File: config.mk
export PLATFORM = sky130hd
export DESIGN_NAME = irq_controller_multi
export DESIGN_NICKNAME = d
export VERILOG_FILES = /design/src/rtl/irq_controller_multi.sv
export SDC_FILE = /design/constraint.sdc
export NUM_CORES = 1
export LEC_CHECK = 0
export ABC_AREA = 1
export BUFFER_PORTS_ARGS = -buffer_cell sky130_fd_sc_hd__buf_2
export CAP_MARGIN = 20
export CORE_ASPECT_RATIO = 0.6
export CORE_MARGIN = 4
export CORE_UTILIZATION = 41
export CTS_CLUSTER_SIZE = 20
export DETAILED_ROUTE_END_ITERATION = 12
export GPL_TIMING_DRIVEN = 0
export PLACE_DENSITY = 0.88
export SLEW_MARGIN = 10
export SYNTH_ARGS = -nofsm -noshare
export SYNTH_HDL_FRONTEND = slang
export SYNTH_SLANG_ARGS = --single-unit
File: constraint.sdc
create_clock -name clk_i -period 3.3 [get_ports clk_i]
set_clock_uncertainty 0.05 [all_clocks]
set_input_delay 0.99 -clock clk_i [delete_from_list [all_inputs] [get_ports clk_i]]
set_output_delay 0.99 -clock clk_i [all_outputs]
set_load 0.03 [all_outputs]
File: src/rtl/irq_controller_multi.sv
// Machine-mode interrupt controller: fixed-priority (lowest index wins), per-line level/edge sensing, nesting FSM.
// Optional IRQ_ACK_EN macro adds irq_ack_o, a one-hot acknowledge of the line accepted this cycle.
module irq_controller_multi #(
    parameter int               N_IRQ      = 16,
    parameter logic [N_IRQ-1:0] EDGE_MASK  = '0,
    parameter logic [31:0]      CAUSE_BASE = 32'h1000_0010
) (
    input  logic             clk_i,
    input  logic             rst_ni,
    input  logic             exception_i,
    input  logic [N_IRQ-1:0] irq_req_i,
    input  logic [N_IRQ-1:0] irq_en_i,
    input  logic             mie_i,
    input  logic             mret_i,
    output logic             irq_o,
    output logic [31:0]      irq_cause_o,
    output logic             irq_ret_o,
    output logic [N_IRQ-1:0] irq_pending_o,
    output logic             irq_active_o
`ifdef IRQ_ACK_EN
    ,
    output logic [N_IRQ-1:0] irq_ack_o
`endif
);

    localparam int ID_W = (N_IRQ > 1) ? $clog2(N_IRQ) : 1;

    localparam logic [2:0] S_BOOT    = 3'd0;
    localparam logic [2:0] S_IDLE    = 3'd1;
    localparam logic [2:0] S_IRQ     = 3'd2;
    localparam logic [2:0] S_IRQ_EXC = 3'd3;
    localparam logic [2:0] S_EXC     = 3'd4;

    logic [2:0]       r_state;
    logic [N_IRQ-1:0] r_edge_pend;
    logic [N_IRQ-1:0] r_req_q;
    logic [ID_W-1:0]  r_id_q;

    logic [2:0]       w_state_nxt;
    logic [N_IRQ-1:0] w_pend;
    logic [N_IRQ-1:0] w_masked;
    logic [N_IRQ-1:0] w_accept_oh;
    logic [N_IRQ-1:0] w_edge_set;
    logic [ID_W-1:0]  w_win_id;
    logic [ID_W-1:0]  w_cause_id;
    logic             w_take;

    // Level lines pass straight through; edge lines come from the sticky pend registers.
    assign w_pend     = (EDGE_MASK & r_edge_pend) | (~EDGE_MASK & irq_req_i);
    assign w_masked   = w_pend & irq_en_i;
    assign w_edge_set = EDGE_MASK & irq_req_i & ~r_req_q;

    // NOTE: every signal written in always_comb gets a default first, so no path leaves it unassigned and no latch is inferred.
    always_comb begin
        w_win_id = '0;
        for (int k = N_IRQ - 1; k >= 0; k--) begin
            if (w_masked[k]) w_win_id = ID_W'(k);
        end
    end

    assign w_take      = (r_state == S_IDLE) & ~exception_i & mie_i & (|w_masked);
    assign w_accept_oh = w_take ? ({{(N_IRQ-1){1'b0}}, 1'b1} << w_win_id) : '0;

    always_comb begin
        w_state_nxt = r_state;
        case (r_state)
            S_BOOT:    w_state_nxt = S_IDLE;
            S_IDLE: begin
                if (exception_i)  w_state_nxt = S_EXC;
                else if (w_take)  w_state_nxt = S_IRQ;
            end
            S_IRQ: begin
                if (exception_i)  w_state_nxt = S_IRQ_EXC;
                else if (mret_i)  w_state_nxt = S_IDLE;
            end
            S_IRQ_EXC: if (mret_i) w_state_nxt = S_IRQ;
            S_EXC:     if (mret_i) w_state_nxt = S_IDLE;
            default:   w_state_nxt = S_BOOT;
        endcase
    end

    // NOTE: sequential state uses non-blocking assignments so every register samples pre-edge values.
    always_ff @(posedge clk_i or negedge rst_ni) begin
        if (!rst_ni) begin
            r_state     <= S_BOOT;
            r_edge_pend <= '0;
            r_req_q     <= '0;
            r_id_q      <= '0;
        end else begin
            r_state     <= w_state_nxt;
            r_req_q     <= irq_req_i;
            // A new edge wins over an acceptance-clear landing in the same cycle.
            r_edge_pend <= EDGE_MASK & (w_edge_set | (r_edge_pend & ~w_accept_oh));
            if (w_take) r_id_q <= w_win_id;
        end
    end

    assign w_cause_id    = (r_state == S_IDLE) ? w_win_id : r_id_q;
    assign irq_cause_o   = CAUSE_BASE + 32'(w_cause_id);
    assign irq_o         = w_take;
    assign irq_ret_o     = mret_i & (r_state == S_IRQ) & ~exception_i;
    assign irq_pending_o = w_pend;
    assign irq_active_o  = (r_state == S_IRQ) | (r_state == S_IRQ_EXC);

`ifdef IRQ_ACK_EN
    assign irq_ack_o = w_accept_oh;
`endif

endmodule
==> summary.txt <==
number of flops mapped to enable cells by yosys: 0
CTS Sinks: 7
Synth Warn #: 0
Hold Crit Start: r_id_q[0]$_DFFE_PN0P_
Placed Cells: 268
worst hold endpoint: r_id_q[0]$_DFFE_PN0P_
Yosys top cell by area: buf_4
Initial Utilization: 44.4%
syn_area_per_cell: 6.47 um2
Post-Route WL: 2.35 mm
initial antenna violation count: 0
capture point of the worst reg-to-reg path: r_id_q[1]$_DFFE_PN0P_
First-pass DRT Iterations: 4
max_cap viols: 0
# setup viols final: 0
Worst path most repeated cell: nand2_1
dpl hpwl: 2.09 mm
period utilization: 95.4%
WP data required: 2.26 ns
Worst Hold Class: reg -> reg
maximum number of pins on one net before global-route repair: 10
later-pin clock latency in the skew report: 0.23 ns
routed vias: 1075
maximum buffer depth of the clock tree: 2
# nets final: 280
Slowest cell on crit path: buf_6
post-synth top area share: 33.4%
via density per instance: 3.95
Post-Synthesis Cells: 153
CTS tree: yes
chip width: 71.4 um
start of the worst register-to-register path: r_state[2]$_DFFE_PN0P_
area taken by multi-input logic gates: 571 um2
Inserted Clock Buffers: 3
hold slack final: 0.444 ns
crit-path max FO: 2
status: finished clean
Cell variety after synth: 22
layout cells sized above 1: 52.9%
Final GP Congestion: 0.844
first-pass GRT wire length: 3.49 mm
FF+latch count, synth: 7
GRT Residual Overflow: 0
vias in the first global route: 860
CP cell instances: buf_6 > nand2_4 > inv_2 > nand2_1 > nand2_1 > nand2_1 > nand2_1 > nand2_1 > nand2_1 > nand2_1 > nand2_1 > nand2_1 > nand2_1 > nand2_1 > nand2_1 > nand2_1 > nand2_2 > nand3_2 > nand2_2 > buf_6
post-route ant nets: 0
Worst-path clk slew: 0.04 ns
port bufs: 59
critical path capture point type: primary output
total global-route track usage: 13.3%
Chip Height: 46.1 um
std cell rows: 13
final hold vios: 0
Synth Cell Area: 990 um2
area delta synth->final: 52.3%
RSZ-0062 raised after global routing: yes
CP max stage delay: 0.13 ns
Async SR Flop Fraction: 100%
sequential-to-total area share from yosys stat: 17.7%
final slew viol count: 0
IO Count: 88
Sequential cell area: 175 um2
worst r2r path cells: 8
leading post-synthesis cells by cell area: buf_4, nand2_1, dfrtp_1, nand2_2, o21ai_1
Post-synth top flop: dfrtp_1
WP data arrival: 2.11 ns
most common cell in the synthesized netlist: nand2_1
Post-DP Area: 0.00142 mm2
worst vdd ir: 0.174 mV
post-CTS setup buffers: 0
crit path kind: in -> out
Layout Cells excl Fill: 272
Leakage: 0.961 nW
Final Critical Period: 3.15 ns
drt initial violations: 43
worst hold path depth: 2
cts hold-fix bufs: 0
Ant. Diodes: 0
Worst Setup Start Kind: input port
DRC violations left: 0
die area: 0.00329 mm2
reg-to-reg slack, setup: 1.91 ns
pwr dens: 502 mW/mm2
wire per inst: 8.64 um
fin area: 0.00151 mm2
FMAX: 318 MHz
H-tree levels: 1
clk root buf: clkbuf_8
top cells by count, synth: nand2_1, buf_4, nor2_1
filler cell count: 200
core area: 0.00223 mm2
layer usage:
| layer | vias up | share of wire (%) | global-route usage [%] | wire (um) |
|---|---|---|---|---|
| li1 | 590 | - | - | - |
| met1 | 437 | 41 | 16.6 | 969 |
| met2 | 46 | 47 | 22.4 | 1110 |
| met3 | 2 | 11 | 3.70 | 250 |
| met4 | 0 | 0.72 | 4.49 | 17 |
| met5 | - | 0 | 0 | 0 |
area by class of cell:
type	count	area share, %
Multi-Input combinational cell	121	37.8
Buffer	44	21.9
Timing Repair Buffer	59	21.2
Sequential cell	7	11.6
Clock buffer	4	2.99
Tap cell	30	2.49
Inverter	7	1.91
critical path, delay by kind of cell:
family | cells | cell delay [ns]
buffers and inverters | 3 | 0.26
AND/OR/NAND/NOR | 17 | 0.85
layout by cell type, fill, tap and decap left out, types with 2 or more instances in the layout:
| cell type | n |
|---|---|
| nor2_1 | 9 |
| nor2_2 | 2 |
| inv_2 | 4 |
| nand2_4 | 2 |
| inv_1 | 2 |
| buf_2 | 55 |
| nand2_2 | 10 |
| o21ai_1 | 8 |
| nand2_1 | 47 |
| conb_1 | 28 |
| clkbuf_8 | 3 |
| nand3_1 | 4 |
| buf_4 | 44 |
| nor3_1 | 2 |
| dfrtp_1 | 7 |
| buf_6 | 4 |
stage by stage:
stage	TNS (ns)	utilization (%)	setup WS [ns]	power, mW
after global routing	-0.0454	67.7	-0.0454	0.812
after global placement	0	63.7	0.0820	0.599
after CTS	0	65.7	0.0508	0.737
after detailed placement	0	63.7	0.0794	0.609
after floorplan	0	-	0.304	0.500
final	0	67.7	0.151	0.757
sequential cells by signal (all words and copies together) (netlist names):
register,flops
r_id_q,4
r_state,3
logic make-up (layout without fill, tap and decap cells):
| logic type | count (synthesis) | after routing | share of synthesized area, % |
|---|---|---|---|
| other | 2 | 28 | 0.759 |
| buffers and inverters | 51 | 114 | 36.3 |
| and+or+nand+nor | 78 | 78 | 35.4 |
| DFF | 7 | 7 | 17.7 |
| AOI/OAI and AO/OA | 15 | 15 | 9.86 |
worst max-delay path by stage:
stage | from | endpoint | slack [ns] | cells past startpoint
after floorplan | irq_req_i[15] | irq_cause_o[0] | 0.30 | 18
after global placement | irq_req_i[15] | irq_cause_o[0] | 0.08 | 20
after detailed placement | irq_req_i[15] | irq_cause_o[0] | 0.08 | 20
after CTS | irq_req_i[15] | irq_cause_o[0] | 0.05 | 20
after global routing | irq_req_i[14] | irq_cause_o[0] | -0.05 | 19
final | irq_req_i[15] | irq_cause_o[0] | 0.15 | 20
power by group:
part	switching (mW)	internal, mW
clock network	0.0407	0.0839
logic	0.311	0.169
registers	0.0289	0.124
total	0.381	0.377
repair_timing:
action / in CTS / in global routing
setup endpoints to repair: 0 / 1
gates resized for setup: 0 / 12
hold endpoints to repair: 0 / 0
(Power assumes the default switching activity.)
